**src/rtl/hazard_pkg.sv**
```systemverilog
// Shared types and constants for the pipeline hazard/stall controller.
package hazard_pkg;

  localparam int unsigned REG_ADDR_W = 5;
  localparam logic [REG_ADDR_W-1:0] ZERO_REG = '0;

  typedef enum logic [1:0] {
    StRun,
    StMemWait,
    StError
  } state_e;

  // A load into $0 never produces a value, so it can never cause a load-use stall.
  function automatic logic reg_dep(input logic [REG_ADDR_W-1:0] dst,
                                   input logic [REG_ADDR_W-1:0] src);
    return (dst != ZERO_REG) && (dst == src);
  endfunction

endpackage

```
**src/rtl/hazard_sat_cnt.sv**
```systemverilog
// Saturating up-counter with synchronous clear; holds at all-ones instead of wrapping.
module hazard_sat_cnt #(
  parameter int unsigned CNT_W = 32
) (
  input  logic             clk_i,
  input  logic             clr_i,
  input  logic             inc_i,
  output logic [CNT_W-1:0] cnt_o
);

  logic [CNT_W-1:0] cnt_q, cnt_d;

  always_comb begin
    cnt_d = cnt_q;
    if (clr_i) begin
      cnt_d = '0;
    end else if (inc_i && (cnt_q != '1)) begin
      cnt_d = cnt_q + 1'b1;
    end
  end

  always_ff @(posedge clk_i) begin
    cnt_q <= cnt_d;
  end

  assign cnt_o = cnt_q;

endmodule

```
**src/rtl/hazard_ctrl.sv**
```systemverilog
// Load-use / control-flush decode plus a pipeline freeze for multi-cycle data-memory accesses,
// with a sticky timeout error and saturating stall/flush performance counters.
module hazard_ctrl
  import hazard_pkg::*;
#(
  parameter int unsigned MEM_TIMEOUT = 255,
  parameter int unsigned CNT_W       = 32
) (
  input  logic                  clk_i,
  input  logic                  rst_i,
  input  logic                  IDEX_MemRead_i,
  input  logic [REG_ADDR_W-1:0] IDEX_RT_i,
  input  logic [REG_ADDR_W-1:0] IFID_RS_i,
  input  logic [REG_ADDR_W-1:0] IFID_RT_i,
  input  logic                  Branch_taken_i,
  input  logic                  Jump_i,
  input  logic                  mem_req_i,
  input  logic                  mem_ack_i,
  output logic                  hazard_o,
  output logic                  PCWrite_o,
  output logic                  IFIDWrite_o,
  output logic                  IFFlush_o,
  output logic                  pipe_stall_o,
  output logic                  err_o,
  output logic [CNT_W-1:0]      stall_cnt_o,
  output logic [CNT_W-1:0]      flush_cnt_o
);

  localparam int unsigned WaitW = (MEM_TIMEOUT < 2) ? 1 : $clog2(MEM_TIMEOUT + 1);

  state_e           state_q, state_d;
  logic [WaitW-1:0] wait_q, wait_d;
  logic             freeze, load_use, ctrl_flush;

  always_ff @(posedge clk_i) begin
    if (rst_i) begin
      state_q <= StRun;
      wait_q  <= '0;
    end else begin
      state_q <= state_d;
      wait_q  <= wait_d;
    end
  end

  always_comb begin
    state_d = state_q;
    wait_d  = wait_q;
    unique case (state_q)
      StRun: begin
        if (mem_req_i && !mem_ack_i) begin
          state_d = StMemWait;
          wait_d  = '0;
        end
      end
      StMemWait: begin
        if (mem_ack_i) begin
          state_d = StRun;
        end else begin
          wait_d = wait_q + 1'b1;
          if (wait_d == WaitW'(MEM_TIMEOUT)) begin
            state_d = StError;
          end
        end
      end
      StError: state_d = StError;
      default: state_d = StRun;
    endcase
  end

  assign freeze = ((state_q == StRun) && mem_req_i && !mem_ack_i) ||
                  ((state_q == StMemWait) && !mem_ack_i) ||
                  (state_q == StError);
  assign load_use = IDEX_MemRead_i &&
                    (reg_dep(IDEX_RT_i, IFID_RS_i) || reg_dep(IDEX_RT_i, IFID_RT_i));
  assign ctrl_flush = Branch_taken_i || Jump_i;

  // Mealy decode; reset forces the idle pattern whatever the inputs are.
  always_comb begin
    hazard_o     = 1'b0;
    PCWrite_o    = 1'b1;
    IFIDWrite_o  = 1'b1;
    IFFlush_o    = 1'b0;
    pipe_stall_o = 1'b0;
    if (!rst_i) begin
      if (freeze) begin
        pipe_stall_o = 1'b1;
        PCWrite_o    = 1'b0;
        IFIDWrite_o  = 1'b0;
      end else if (load_use) begin
        hazard_o    = 1'b1;
        PCWrite_o   = 1'b0;
        IFIDWrite_o = 1'b0;
      end else if (ctrl_flush) begin
        IFFlush_o = 1'b1;
      end
    end
  end

  assign err_o = (state_q == StError);

  hazard_sat_cnt #(
    .CNT_W (CNT_W)
  ) u_stall_cnt (
    .clk_i (clk_i),
    .clr_i (rst_i),
    .inc_i (!PCWrite_o),
    .cnt_o (stall_cnt_o)
  );

  hazard_sat_cnt #(
    .CNT_W (CNT_W)
  ) u_flush_cnt (
    .clk_i (clk_i),
    .clr_i (rst_i),
    .inc_i (IFFlush_o),
    .cnt_o (flush_cnt_o)
  );

endmodule

```
**config.mk**
```make
export PLATFORM = sky130hd
export DESIGN_NAME = hazard_ctrl
export DESIGN_NICKNAME = d
export VERILOG_FILES = /design/src/rtl/hazard_pkg.sv /design/src/rtl/hazard_sat_cnt.sv /design/src/rtl/hazard_ctrl.sv
export SDC_FILE = /design/constraint.sdc
export NUM_CORES = 1
export LEC_CHECK = 0
export ABC_AREA = 1
export BUFFER_PORTS_ARGS = -buffer_cell sky130_fd_sc_hd__buf_2
export CORE_ASPECT_RATIO = 1.1
export CORE_UTILIZATION = 50
export DETAILED_ROUTE_END_ITERATION = 10
export HOLD_SLACK_MARGIN = 0.03
export PLACE_DENSITY = 0.77
export SKIP_CTS_REPAIR_TIMING = 1
export SYNTH_ARGS = -nofsm -noshare
export SYNTH_HDL_FRONTEND = slang
export SYNTH_SLANG_ARGS = --single-unit
```
**constraint.sdc**
```tcl
create_clock -name clk_i -period 2.4 [get_ports clk_i]
set_input_delay 0.36 -clock clk_i [delete_from_list [all_inputs] [get_ports clk_i]]
set_output_delay 0.36 -clock clk_i [all_outputs]
set_load 0.01 [all_outputs]
```
After elaboration in Yosys (flattened, before gate mapping)
Cells that the tools add are included.
{"block": "totals", "register_bits": 74, "wordCells": 56, "out_inout_bits": 70, "in_bits": 22}
{"block": "classes", "reduce_logical": 20, "n_mux": 19, "addsub": 3, "eq_ne": 10}
{"cell": "$add 32x1->32 const B", "n": 2}
{"cell": "$ne 32x32->1 const B", "n": 2}
{"cell": "$mux 8", "n": 2}
{"cell": "$pmux 8 s2", "n": 1}
{"cell": "$mux 1", "n": 12}
{"cell": "$eq 5x5->1", "n": 2}
{"cell": "$logic_and 1x1->1", "n": 9}
{"cell": "$add 8x1->8 const B", "n": 1}
{"cell": "$eq 8x8->1 const B", "n": 1}
{"cell": "$mux 2", "n": 3}
{"cell": "$pmux 2 s3", "n": 1}
{"cell": "$reduce_bool 5->1", "n": 1}
{"cell": "$logic_or 1x1->1", "n": 4}
{"cell": "$ne 2x2->1 const B", "n": 2}
{"cell": "$ne 3x3->1 const B", "n": 1}
{"cell": "$reduce_and 3->1", "n": 1}
{"cell": "$eq 2x1->1 const B", "n": 1}
{"cell": "$eq 2x2->1 const B", "n": 1}
{"cell": "$logic_not 1->1", "n": 2}
{"cell": "$logic_not 2->1", "n": 1}
{"cell": "$reduce_and 2->1", "n": 1}
{"cell": "$reduce_bool 2->1", "n": 1}

Longest topological paths before layout
{"block": "logic_depth", "ltp_word": 9, "depth_mapped": 12, "mapped_depth_nobuf": 11}

By module
From an unflattened synthesis, not the netlist that was laid out.
{"block": "unflattened", "hier_cells": 775, "area_unflattened_um2": 4908.5}
{"mod": "hazard_sat_cnt", "n_inst": 2, "area_each_um2": 2062.0, "cells_per_inst": 324, "seq_area_each_um2": 640.6}
{"mod": "hazard_ctrl", "n_inst": 1, "area_each_um2": 784.5, "cells_per_inst": 127, "seq_area_each_um2": 200.2}

Worst setup path before layout
No wires, ideal clock.
{"block": "synth_path", "path_type": "reg-to-reg", "startpoint": "register u_stall_cnt.cnt_q[0] (netlist: u_stall_cnt.cnt_o[0])", "endpoint": "register u_stall_cnt.cnt_q[10] (netlist: u_stall_cnt.cnt_o[10])", "path_stages_with_launch": 10, "setup_time_ps": 132, "setup_slack_ps": 591, "path_buffers": 1, "period_less_slack_ps": 1809, "required_time_ps": 2268, "t_arrival_ps": 1677, "cell_sequence": "dfxtp_1 ha_1 nand3_2 inv_2 nand2_2 nor3_4 nand4_4 clkbuf_1 nand3_1 a21oi_1"}
{"block": "synth_between", "elab_chain_cells": 2, "word_cells_on_any_way": 3, "cone_classes": "add/sub: 1; eq/ne: 1; reduce/logical: 1"}
{"item": "start: declaration", "line_no": "hazard_sat_cnt.sv:11", "rtl": "logic [CNT_W-1:0] cnt_q, cnt_d;"}
{"item": "start signal: assignment", "line_no": "hazard_sat_cnt.sv:23", "rtl": "cnt_q <= cnt_d;"}
{"item": "branches (longest 2 deep; another with $add 32x1->32)"}
Several ways; the timed one is not identified.
A chain may end at the register's enable or synchronous reset.

Final worst setup path
{"block": "layout_path", "startpoint": "register state_q[1]", "endpoint": "output port IFFlush_o"}
{"block": "layout_between", "elab_chain_cells": 7, "word_cells_on_any_way": 10, "cone_classes": "eq/ne: 2; mux: 2; reduce/logical: 6"}
{"item": "start: declaration", "line_no": "hazard_ctrl.sv:31", "rtl": "state_e state_q, state_d;"}
{"item": "start signal: assignment", "line_no": "hazard_ctrl.sv:37", "rtl": "state_q <= StRun;"}
{"item": "start signal: assignment", "line_no": "hazard_ctrl.sv:40", "rtl": "state_q <= state_d;"}
{"item": "$logic_not 2->1", "line_no": "hazard_ctrl.sv:70", "rtl": "assign freeze = ((state_q == StRun) && mem_req_i && !mem_ack_i) ||"}
{"item": "$logic_and 1x1->1 (2 in series)", "line_no": "hazard_ctrl.sv:70"}
{"item": "$logic_or 1x1->1", "line_no": "hazard_ctrl.sv:70"}
{"item": "$logic_or 1x1->1 *", "line_no": "hazard_ctrl.sv:71", "rtl": "((state_q == StMemWait) && !mem_ack_i) ||"}
{"item": "$mux 1 *", "line_no": "hazard_ctrl.sv:85", "rtl": "if (freeze) begin"}
{"item": "$mux 1 *", "line_no": "hazard_ctrl.sv:84", "rtl": "if (!rst_i) begin"}
{"item": "end: declaration", "line_no": "hazard_ctrl.sv:22", "rtl": "output logic IFFlush_o,"}
Every way passes the cells marked *; elsewhere a longest branch is shown, timed or not.

==> run metrics <==
# setup viols final 0; Die Y 106 µm; total congestion overflow 0; CTS tree yes; Cell Area, Synth between 0.004 and 0.005 mm²; placed cell areas around 0.0055 mm²; Final Non-Filler Cells around 1k; failing checks DRC; share of cells above drive strength 1 approximately 16%; Via density roughly 5.3; CTS root buf clkbuf_8; vias post-DR approximately 5.3k; met3 WL 653 µm; WL final approximately 13000 µm; Clock Skew 8.11 ps; Clock Latency Late Sink about 360 ps; origin of the worst setup path state_q[1]; number of distinct library cells after synthesis 31; met1 WL approximately 5800 µm; Synth area leader dfxtp_1; pre-CTS WS 429 ps; Ys Warns 0; die width roughly 96 µm; Post-synth EDFFs 0; R2R Setup Slk roughly 370 ps; Slew Limit Headroom 49.7%; Seq/Total Area, Yosys a little under a third; max-cap viol count 0; Port-buffer cells between 90 and 100; Iteration-0 DRC Markers 300; ys flop type dfxtp_1; Placer Congestion 1.02; unrepaired setup endpoints after global routing false; clock transition at the registers of the reported paths approximately 80 ps; met2 routed WL slightly above 6000 µm; Routed WL per cell around 13 µm; vias in the first global route 4623; CP Max Fanout 6; Yosys reg bits 74; number of nets in the layout 913; status complete, but fails checks; HP Class in2reg; worst endpoint required time about 2000 ps; Min-Delay Endpoint wait_q[2]; WS Path Type reg2out; startpoint types flop; worst r2r path cells 14; Leak approximately 2.3 nW; n_diodes 0; Setup TNS 0 ps; Max Slew Vio Count 0; r2r endpoint u_flush_cnt.cnt_o[23]; top cells by area, synth dfxtp_1 (30%), nand2_1 (20%), nand3_1 (8.0%), a21oi_1 (7.4%), nor2_1 (7.4%); Core ar. 0.00944 mm²; Worst Path Arrival ~1900 ps; top layer used by detailed routing met4; RR Startpoint state_q[1]; VDD IR max ~240 µV; total track usage roughly a quarter; ys async rst share 0%; fmax about 450 MHz; TritonCTS Sinks between 70 and 80; Syn Area/Cell around 6.2 µm²; post-detailed-route count of antenna-violating nets 0; TritonRoute pass-1 iters 8; drt drc 2; initial antenna violation count 0; initial core utilization 51.9%; Max Buffers Root-to-Sink 2; Layout Area Growth over Synthesis 16.3%; final hold vios 0; Final Instance Area 0.00571 mm²; Final WS setup around 160 ps; Post-Syn Nets between 800 and 900; first-pass GRT wire length 21700 µm; post-synthesis cell count ~800; Boundary Pins roughly 90; largest net degree at the start of global routing 74; worst slew pin tran about 750 ps; critical path endpoint category primary output; Post-DP HPWL around 9800 µm; hold_sp rst_i; Period minus WS final roughly 2200 ps; Final period util slightly above 90%; Inst Count DP between 900 and 1k; die area around 0.010 mm²; H-tree depth 3; # rows 37; share of the synthesized area in the top cell type a little over 30%; PD cells 435 mW/mm²; worst hold path depth 4; CTS Buf Count 9
-- metrics by stage --
step	power [mW]	hold WS, ps	util, %
after floorplan	1.42	459	-
after detailed placement	1.49	471	58.1
after global routing	2.57	336	60.4
after global placement	1.49	465	58.1
after CTS	2.49	314	60.3
final	2.49	313	60.4
-- worst max-delay path: stages, from the launching register on --
cell and delay [ps]:
dfxtp_1 320, inv_1 80, nand2_2 80, nor2_4 150
inv_2 90, nand2_2 110, nor2_1 50, nand2_1 120
nor2_4 50, buf_4 160, and2_4 180, buf_2 140
-- area by class of cell --
| type | count | area (µm²) |
|---|---|---|
| fill | 967 | 3740 |
| inverter | 66 | 248 |
| clock inverter | 4 | 50.0 |
| multi-input combinational | 628 | 3020 |
| timing repair buffer | 108 | 608 |
| clock buffer | 12 | 155 |
| tap | 117 | 146 |
| sequential | 74 | 1480 |
-- how the worst max path moves through the flow --
stage	endpoint	slack (ps)
3_5_place_dp	u_flush_cnt.cnt_o[17]	430
5_1_grt	IFIDWrite_o	10
2_1_floorplan	u_stall_cnt.cnt_o[10]	590
4_1_cts	IFFlush_o	100
3_3_place_gp	u_flush_cnt.cnt_o[12]	450
6_report	IFFlush_o	160
-- power breakdown --
part           internal (mW)  switching (mW)
logic                 0.0790           0.142
registers               1.23         0.00702
clock network          0.536           0.487
-- routing by layer --
metal  GRT usage (%)  up-vias
met5               0        -
met4            11.3        0
met3            4.29       31
met2            42.6      152
met1            34.8     2389
li1                -     2734
-- flip-flops by register name, summed over array words and instances (netlist names) --
signal,flops
u_flush_cnt.cnt_o,32
u_stall_cnt.cnt_o,32
wait_q,8
state_q,2
-- logic make-up (layout without fill, tap and decap cells) --
| family | after synthesis | in the layout | share of synthesized area [%] |
|---|---|---|---|
| simple gates | 493 | 493 | 43.2 |
| fa+ha+maj | 4 | 4 | 1.02 |
| xor+xnor | 49 | 49 | 8.75 |
| buf+inv | 94 | 190 | 8.37 |
| flops | 74 | 74 | 30.2 |
| compound gates | 82 | 82 | 8.47 |
-- layout by cell type, fill, tap and decap left out, types with 2 or more instances in the layout --
cell type / count
clkinvlp_4: 2
dfxtp_1: 74
inv_1: 60
nand2_1: 259
nor3_1: 21
buf_4: 15
xnor2_1: 14
buf_12: 2
buf_2: 91
nor2_2: 3
or2_2: 2
clkbuf_8: 11
o22ai_1: 2
o21ai_0: 5
xor2_1: 35
nand3b_1: 5
inv_2: 5
nor2_1: 97
nor2_4: 2
nand3_1: 78
nand4_1: 15
ha_1: 4
nand3_2: 2
nand2_2: 5
a21oi_1: 73
-- Yosys cell counts, types with 2 or more instances --
| cell type | count |
|---|---|
| o22ai_1 | 2 |
| nand2_2 | 5 |
| nor2_1 | 97 |
| dfxtp_1 | 74 |
| nand3_1 | 78 |
| or2_2 | 2 |
| xnor2_1 | 14 |
| xor2_1 | 35 |
| buf_6 | 5 |
| nor3_1 | 21 |
| buf_2 | 4 |
| nand3_2 | 2 |
| clkbuf_1 | 15 |
| o21ai_0 | 5 |
| nor2_2 | 4 |
| buf_4 | 4 |
| ha_1 | 4 |
| a21oi_1 | 73 |
| inv_2 | 5 |
| nand4_1 | 15 |
| inv_1 | 60 |
| nand3b_1 | 5 |
| nand2_1 | 259 |
No activity file was read; power rests on OpenSTA's default activity.
